$ cat src/rtl/mig_app_fifo.sv
`default_nettype none
// ============================================================================
// Module      : mig_app_fifo
// Description : ui_clk-domain sample FIFO feeding single-beat MIG write
//               commands at a linearly incrementing, lap-tracked address.
//               Optional MIG_APP_FIFO_WRAP_STOP_EN halts on first wrap.
// Revision    : 1.0 - initial release
// ============================================================================
module mig_app_fifo #(
    parameter int ASYNC_FIFO_MAXDATA = 63,
    parameter int FIFO_AW            = 4,
    parameter int ADDR_WIDTH         = 27,
    parameter int ADDR_STEP          = 8
) (
    input  logic                              ui_clk,
    input  logic                              ui_clk_sync_rst,
    input  logic                              init_calib_complete,
    input  logic                              wrenb,
    input  logic [ASYNC_FIFO_MAXDATA:0]       wrdata,
    output logic                              space_avail,
    output logic                              data_avail,
    input  logic                              app_rdy,
    input  logic                              app_wdf_rdy,
    output logic                              app_en,
    output logic [2:0]                        app_cmd,
    output logic [ADDR_WIDTH-1:0]             app_addr,
    output logic [ASYNC_FIFO_MAXDATA:0]       app_wdf_data,
    output logic                              app_wdf_wren,
    output logic                              app_wdf_end,
    output logic [(ASYNC_FIFO_MAXDATA+1)/8-1:0] app_wdf_mask,
    output logic                              wr_lap_flag
);

    localparam int              c_DW    = ASYNC_FIFO_MAXDATA + 1;
    localparam int              c_DEPTH = 1 << FIFO_AW;
    localparam logic [FIFO_AW:0]    c_FULL  = (FIFO_AW + 1)'(c_DEPTH);
    localparam logic [ADDR_WIDTH:0] c_STEP  = (ADDR_WIDTH + 1)'(ADDR_STEP);

    typedef enum logic [1:0] {
        ST_IDLE  = 2'd0,
        ST_POP   = 2'd1,
        ST_ISSUE = 2'd2
    } state_t;

    state_t                  r_state;
    logic [c_DW-1:0]         r_mem [c_DEPTH];
    logic [FIFO_AW-1:0]      r_wptr;
    logic [FIFO_AW-1:0]      r_rptr;
    logic [FIFO_AW:0]        r_count;
    logic                    r_app_en;
    logic                    r_wdf_wren;
    logic [ADDR_WIDTH-1:0]   r_addr;
    logic [c_DW-1:0]         r_wdf_data;
    logic                    r_lap;

    logic                    w_push;
    logic                    w_pop;
    logic                    w_cmd_done;
    logic                    w_dat_done;
    logic                    w_run;
    logic [ADDR_WIDTH:0]     w_addr_sum;

    assign space_avail  = (r_count != c_FULL);
    assign data_avail   = (r_count != '0);
    // A push while full is dropped regardless of a same-cycle pop.
    assign w_push       = wrenb & space_avail;
    assign w_pop        = (r_state == ST_POP);
    assign w_cmd_done   = ~r_app_en | app_rdy;
    assign w_dat_done   = ~r_wdf_wren | app_wdf_rdy;
    assign w_addr_sum   = {1'b0, r_addr} + c_STEP;

    assign app_en       = r_app_en;
    assign app_cmd      = 3'b000;
    assign app_addr     = r_addr;
    assign app_wdf_data = r_wdf_data;
    assign app_wdf_wren = r_wdf_wren;
    assign app_wdf_end  = r_wdf_wren;
    assign app_wdf_mask = '0;
    assign wr_lap_flag  = r_lap;

`ifdef MIG_APP_FIFO_WRAP_STOP_EN
    logic r_stopped;
    assign w_run = ~r_stopped;
`else
    assign w_run = 1'b1;
`endif

    always_ff @(posedge ui_clk) begin
        if (w_push) begin
            r_mem[r_wptr] <= wrdata;
        end
    end

    always_ff @(posedge ui_clk) begin
        if (ui_clk_sync_rst) begin
            r_wptr  <= '0;
            r_rptr  <= '0;
            r_count <= '0;
        end else begin
            if (w_push) begin
                r_wptr <= r_wptr + 1'b1;
            end
            if (w_pop) begin
                r_rptr <= r_rptr + 1'b1;
            end
            case ({w_push, w_pop})
                2'b10:   r_count <= r_count + 1'b1;
                2'b01:   r_count <= r_count - 1'b1;
                default: r_count <= r_count;
            endcase
        end
    end

    always_ff @(posedge ui_clk) begin
        if (ui_clk_sync_rst) begin
            r_state    <= ST_IDLE;
            r_app_en   <= 1'b0;
            r_wdf_wren <= 1'b0;
            r_addr     <= '0;
            r_wdf_data <= '0;
            r_lap      <= 1'b0;
`ifdef MIG_APP_FIFO_WRAP_STOP_EN
            r_stopped  <= 1'b0;
`endif
        end else begin
            case (r_state)
                ST_IDLE: begin
                    if (init_calib_complete && data_avail && w_run) begin
                        r_state <= ST_POP;
                    end
                end
                ST_POP: begin
                    r_wdf_data <= r_mem[r_rptr];
                    r_app_en   <= 1'b1;
                    r_wdf_wren <= 1'b1;
                    r_state    <= ST_ISSUE;
                end
                ST_ISSUE: begin
                    // Command and data channels handshake independently.
                    if (r_app_en && app_rdy) begin
                        r_app_en <= 1'b0;
                    end
                    if (r_wdf_wren && app_wdf_rdy) begin
                        r_wdf_wren <= 1'b0;
                    end
                    if (w_cmd_done && w_dat_done) begin
                        r_state <= ST_IDLE;
                        if (w_addr_sum[ADDR_WIDTH]) begin
                            r_addr <= '0;
`ifdef MIG_APP_FIFO_WRAP_STOP_EN
                            r_lap     <= 1'b1;
                            r_stopped <= 1'b1;
`else
                            r_lap     <= ~r_lap;
`endif
                        end else begin
                            r_addr <= w_addr_sum[ADDR_WIDTH-1:0];
                        end
                    end
                end
                default: r_state <= ST_IDLE;
            endcase
        end
    end

endmodule
`default_nettype wire

$ cat config.mk
export PLATFORM = sky130hd
export DESIGN_NAME = mig_app_fifo
export DESIGN_NICKNAME = d
export VERILOG_FILES = /design/src/rtl/mig_app_fifo.sv
export SDC_FILE = /design/constraint.sdc
export NUM_CORES = 1
export LEC_CHECK = 0
export ABC_AREA = 1
export CAP_MARGIN = 20
export CORE_AREA = 2 2 305 307
export CTS_CLUSTER_SIZE = 8
export DETAILED_ROUTE_END_ITERATION = 6
export DIE_AREA = 0 0 307 309
export PLACE_DENSITY = 0.76
export SLEW_MARGIN = 10
export SYNTH_ARGS = -nofsm -noshare
export SYNTH_HDL_FRONTEND = slang
export SYNTH_SLANG_ARGS = --single-unit
export TNS_END_PERCENT = 10
$ cat constraint.sdc
create_clock -name ui_clk -period 11.61 [get_ports ui_clk]
set_input_delay 2.322 -clock ui_clk [delete_from_list [all_inputs] [get_ports ui_clk]]
set_output_delay 2.322 -clock ui_clk [all_outputs]
set_load 0.01 [all_outputs]
==> flow_metrics.py, run 1 <==
metrics = {
    "timing": {
        "setup_violations": 0,
        "relSlewSlack_pct": 24.38,
        "hold_viol": 0,
        "fin_crit_sh_pct": 40.02,
        "rsz0062_at_grt": "false",
        "worstMarginPinSlew_ps": 1134,
        "finalSetupTns_ps": 0,
        "drv_slew": 0,
        "min_period_ps": 4646,
        "fin_skew_ps": 26.20,
        "max_freq_ghz": 0.2152,
        "timing.hold.ws_ps": 496.1,
    },
    "worst_setup_path": {
        "crit_top_cell": "nand2_1",
        "path_class": "primary input to register",
        "critPathMaxFanout": 39,
        "critPathCaptureType": "register",
        "worst_setup_path_start_kind": "primary input",
        "slowest_stage": "nor2_4",
        "path_cells": "clkdlybuf4s50_1, nand2_1, inv_1, nand2_1, nor2_4, buf_4",
        "cp_data_arrival_time_ps": 5000,
        "critPathMaxStageDelay_ps": 750,
        "worstPathRequired_ps": 11970,
    },
    "global_routing": {
        "grt_usage_pct": 22.25,
        "grt_start_max_net_pins": 233,
        "overflow": 0,
        "antenna_found_initial": 0,
        "grt_pass1_wl_um": 165000,
        "grt_pass1_vias": 30160,
    },
    "detailed_routing": {
        "ant_nets": 0,
        "drc_errors": 0,
        "drt-met1-wl_um": 42230,
        "drt_first_pass_iters": 5,
        "num_vias": 30420,
        "drt-vias-per-instance": 5.618,
        "routed.top_layer": "met4",
        "drt-total-wl_um": 105600,
        "first_iter_violations": 3170,
        "wl_met2_um": 52900,
        "wl_per_cell_um": 19.51,
        "wl_met3_um": 7579,
    },
    "synthesis": {
        "ys_top_cells_by_area": "edfxtp_1 68%, nand2_1 11%, nand3_1 8.6%",
        "ys_seq_elements": 1130,
        "netlist_area_um2": 45360,
        "async_flop_share_pct": 0,
        "syn_inst": 4007,
        "ys.flop_type": "edfxtp_1",
        "synth_edf_count": 1024,
        "syn_area_per_cell_um2": 11.32,
        "synth_seq_area_share_pct": 72.47,
        "yosysWarnings": 0,
        "synth_top_area_share_pct": 67.79,
        "synth_top_area_cell": "edfxtp_1",
        "yosysUniqueCellTypes": 36,
    },
    "place": {
        "io_buffers": 163,
        "dpl-instance-area_um2": 47760,
        "place.gp.congestion": 0.8079,
        "dp_hpwl_um": 52660,
        "dp_cells": 5152,
    },
    "clocking": {
        "post_cts_buffers": 0,
        "ctsLongestPathBuffers": 3,
        "cts_tree": "built",
        "cts_root_buf": "clkbuf_16",
        "clock_sinks": 1130,
        "clk_pin_slew_ps": 50,
        "cts_made_buffers": 159,
        "cts_hold_buf": 0,
        "clock_latency_ps": 750,
        "post_cts_resize_count": 0,
        "htreeDepth": 4,
    },
    "layout": {
        "n_antenna_cell": 0,
        "final_cells": 5414,
        "final_common_cell": "nand2_1",
        "synthToLayoutAreaGrowth_pct": 15.40,
        "final_area_um2": 52340,
        "final_cell_mix": "1344 x nand2_1, 1024 x edfxtp_1, 776 x nand3_1",
        "final_core_util_pct": 57.28,
        "final_nets": 4207,
        "drive_gt1_share_pct": 5.937,
        "fill_cells": 7016,
    },
    "power_and_ir_drop": {
        "ir_worst_vdd_v": 0.0001229,
        "p_leak_nw": 18.87,
        "p_per_area_nw_per_um2": 192.3,
    },
    "floorplanning": {
        "die_x_um": 307,
        "start_util_pct": 49.63,
        "core-area_um2": 91390,
        "rows": 111,
        "design.portCount": 178,
        "dieArea_um2": 94860,
        "dieHeight_um": 309,
    },
    "status": {
        "status": "finished clean",
    },
    "run": {
        "cap_violations": 0,
    },
    "worst_hold_path": {
        "holdCritPathClass": "register to register",
    },
}
## final timing paths
| path | startpoint | end | slack [ps] | cells past startpoint |
|---|---|---|---|---|
| setup / recovery | wrenb | r_mem[9][54] | 6960 | 6 |
| hold / removal | wr_lap_flag | wr_lap_flag | 500 | 2 |
| setup reg to reg | r_rptr[0] | app_wdf_data[52] | 7270 | 11 |
| hold reg to reg | wr_lap_flag | wr_lap_flag | 500 | 2 |
## sequential cells by signal, indices dropped and copies added (netlist names)
register and flops:
r_wptr 4, app_en 1, r_state 2, r_rptr 4
app_addr 24, wr_lap_flag 1, app_wdf_end 1, r_mem 1024
app_wdf_data 64, r_count 5
## area by class of cell
class	count	area, um2	area share [%]
clock buffer	249	4412	8.429
clock inverter	12	150.1	0.2868
inverter	111	436.7	0.8343
multi-input combinational	2528	11060	21.12
sequential	1130	32890	62.83
tap	1186	1484	2.835
timing repair buffer	198	1917	3.662
## per-layer routing
metal	GRT usage, %	vias up
met5	0	-
met4	8.712	0
met3	3.706	227
met2	38.56	1330
met1	28.06	14800
li1	-	14060
## cells by family after synthesis
| family | after synthesis | synth area share [%] |
|---|---|---|
| other cells | 1 | 0.008268 |
| fa+ha+maj | 9 | 0.2483 |
| buf+inv | 362 | 3.523 |
| simple gates | 2335 | 21.72 |
| flops | 1130 | 72.47 |
| compound gates | 157 | 1.774 |
| xor+xnor | 13 | 0.2510 |
## synth_stat cells (all sizes together) (2+ instances only)
| master | n |
|---|---|
| o21ai | 71 |
| edfxtp | 1024 |
| buf | 170 |
| xnor2 | 3 |
| nor2 | 198 |
| inv | 111 |
| clkbuf | 81 |
| nand2 | 1345 |
| nand4 | 4 |
| ha | 9 |
| nand3 | 777 |
| a21oi | 80 |
| nor3b | 2 |
| o22ai | 2 |
| nor3 | 7 |
| dfxtp | 106 |
| xor2 | 10 |
## where the power goes
| group | internal (mW) | switching [mW] |
|---|---|---|
| combinational | 0.389 | 0.819 |
| clock | 2.58 | 1.64 |
| sequential | 4.55 | 0.0818 |
## critical path: cells and delay by family
kind	cells	cell delay [ps]
simple gates	3	1220
buf+inv	3	1410
## stage by stage
step	total power [mW]	setup WS, ps
global route	10.44	6816
finish	10.07	6964
global placement	5.866	6270
floorplan	5.478	5737
detailed placement	5.900	6219
CTS	10.11	6986
Power figures use the tool's default switching activity.
==> inputs of run 2 (changes only) <==
--- a/config.mk
+++ b/config.mk
@@ -11,7 +11,7 @@
 export CTS_CLUSTER_SIZE = 8
 export DETAILED_ROUTE_END_ITERATION = 6
 export DIE_AREA = 0 0 307 309
-export PLACE_DENSITY = 0.76
+export PLACE_DENSITY = 0.79
 export SLEW_MARGIN = 10
 export SYNTH_ARGS = -nofsm -noshare
 export SYNTH_HDL_FRONTEND = slang
==> constraint.sdc (replaced) <==
create_clock -name ui_clk -period 3.95 [get_ports ui_clk]
set_input_delay 0.79 -clock ui_clk [delete_from_list [all_inputs] [get_ports ui_clk]]
set_output_delay 0.79 -clock ui_clk [all_outputs]
set_load 0.01 [all_outputs]
==> flow_metrics.py, run 2 (synthesis gave the netlist of run 1 again) <==
metrics = {
    "floorplanning": {
        "die_x_um": 307,
        "core-area_um2": 91390,
        "design.portCount": 178,
        "dieHeight_um": 309,
        "dieArea_um2": 94860,
        "start_util_pct": 49.63,
        "rows": 111,
    },
    "clocking": {
        "htreeDepth": 4,
        "post_cts_resize_count": 0,
        "cts_hold_buf": 0,
        "cts_root_buf": "clkbuf_16",
        "ctsLongestPathBuffers": 3,
        "cts_made_buffers": 159,
        "post_cts_buffers": 0,
        "clock_sinks": 1130,
        "clock_latency_ps": 770,
        "cts_tree": "built",
        "clk_pin_slew_ps": 50,
    },
    "layout": {
        "synthToLayoutAreaGrowth_pct": 16.93,
        "final_common_cell": "nand2_1",
        "final_core_util_pct": 58.04,
        "final_area_um2": 53040,
        "final_nets": 4235,
        "regMostFlops": "r_mem",
        "drive_gt1_share_pct": 6.486,
        "largest_register_ffs": 1024,
        "final_cell_mix": "1344 x nand2_1, 1024 x edfxtp_1, 776 x nand3_1",
        "fill_cells": 6773,
    },
    "place": {
        "dpl-instance-area_um2": 48290,
        "dp_slack_ps": 757.0,
        "dp_hpwl_um": 58670,
        "io_buffers": 163,
        "place.gp.congestion": 0.8408,
    },
    "detailed_routing": {
        "drt-total-wl_um": 112000,
        "wl_per_cell_um": 20.45,
        "drc_errors": 0,
        "drt-vias-per-instance": 5.687,
        "num_vias": 31140,
        "first_iter_violations": 3834,
        "ant_nets": 0,
        "drt_first_pass_iters": 6,
    },
    "timing": {
        "fin_crit_sh_pct": 76.92,
        "hold_viol": 0,
        "min_period_ps": 3038,
        "rsz0062_at_grt": "false",
        "fin_ws_ps": 911.6,
        "setup_violations": 0,
        "worstMarginPinSlew_ps": 1061,
        "drv_slew": 0,
        "timing.hold.ws_ps": 506.2,
        "fin_skew_ps": 34.74,
        "max_freq_ghz": 0.3291,
        "relSlewSlack_pct": 29.28,
    },
    "worst_setup_path": {
        "reg2reg_to": "app_wdf_data[36]",
        "r2r_start": "r_rptr[1]",
        "critPathCaptureType": "primary output",
        "worstPathRequired_ps": 3160,
        "path_class": "register to primary output",
        "worst_setup_path_start_kind": "register",
        "r2r_cells": 9,
        "reg2reg_setup_slack_ps": 1270,
        "critPathMaxFanout": 4,
        "cp_data_arrival_time_ps": 2250,
    },
    "global_routing": {
        "overflow": 0,
        "grt_pass1_vias": 31060,
        "grt_start_max_net_pins": 217,
        "grt_usage_pct": 23.44,
        "grt_pass1_wl_um": 172400,
        "antenna_found_initial": 2,
    },
    "worst_hold_path": {
        "min_path_cells": 2,
        "hold_end": "wr_lap_flag",
        "holdCritPathClass": "register to register",
        "hp-start": "wr_lap_flag",
    },
    "run": {
        "cap_violations": 0,
    },
    "power_and_ir_drop": {
        "p_leak_nw": 19.15,
        "p_per_area_nw_per_um2": 564.3,
        "ir_worst_vdd_v": 0.0004094,
        "power.total_mw": 29.93,
    },
    "status": {
        "status": "finished clean",
    },
}
[run 2: critical path: stages, from the launching register on]
cell and delay (ps):
dfxtp_1 340, nor4_1 380, nand2_1 200, clkdlybuf4s50_1 550
[run 2: final cells by class]
class                   instances  area, um2  area share, %
well taps                    1186       1484          2.798
flip-flops and latches       1130      32890          62.01
inverters                     111      436.7         0.8233
repair buffers                226       2427          4.577
diodes                          3      7.507        0.01415
clock inverters                14      274.0         0.5166
multi-input cells            2528      11060          20.85
clock buffers                 277       4464          8.417
[run 2: worst max path at each step]
stage	from	to	slack (ps)	cells after the start
global placement	wrenb	r_mem[11][37]	840	6
finish	r_count[0]	space_avail	910	3
CTS	r_count[0]	space_avail	860	3
detailed placement	wrenb	r_mem[11][36]	760	6
global route	r_count[0]	space_avail	790	3
floorplan	wrenb	r_mem[0][0]	-390	4
[run 2: per-layer routing]
metal | vias to the layer above | GRT usage [%] | share of wire (%)
li1 | 14150 | - | -
met1 | 14980 | 29.31 | 38
met2 | 1748 | 39.40 | 50
met3 | 267 | 4.844 | 9.2
met4 | 0 | 10.85 | 3.4
met5 | - | 0 | 0
[run 2: stage by stage]
stage	TNS (ps)	std cells
after floorplan	-399960	4020
after global placement	0	5181
after detailed placement	0	5181
after CTS	0	5472
after global routing	0	5473
final	0	5475
[run 2: power by group]
part / switching, mW / total, mW / internal, mW
logic: 2.48 / 3.66 / 1.18
registers: 0.223 / 13.6 / 13.4
clock network: 5.03 / 12.7 / 7.66
total: 7.73 / 29.9 / 22.2
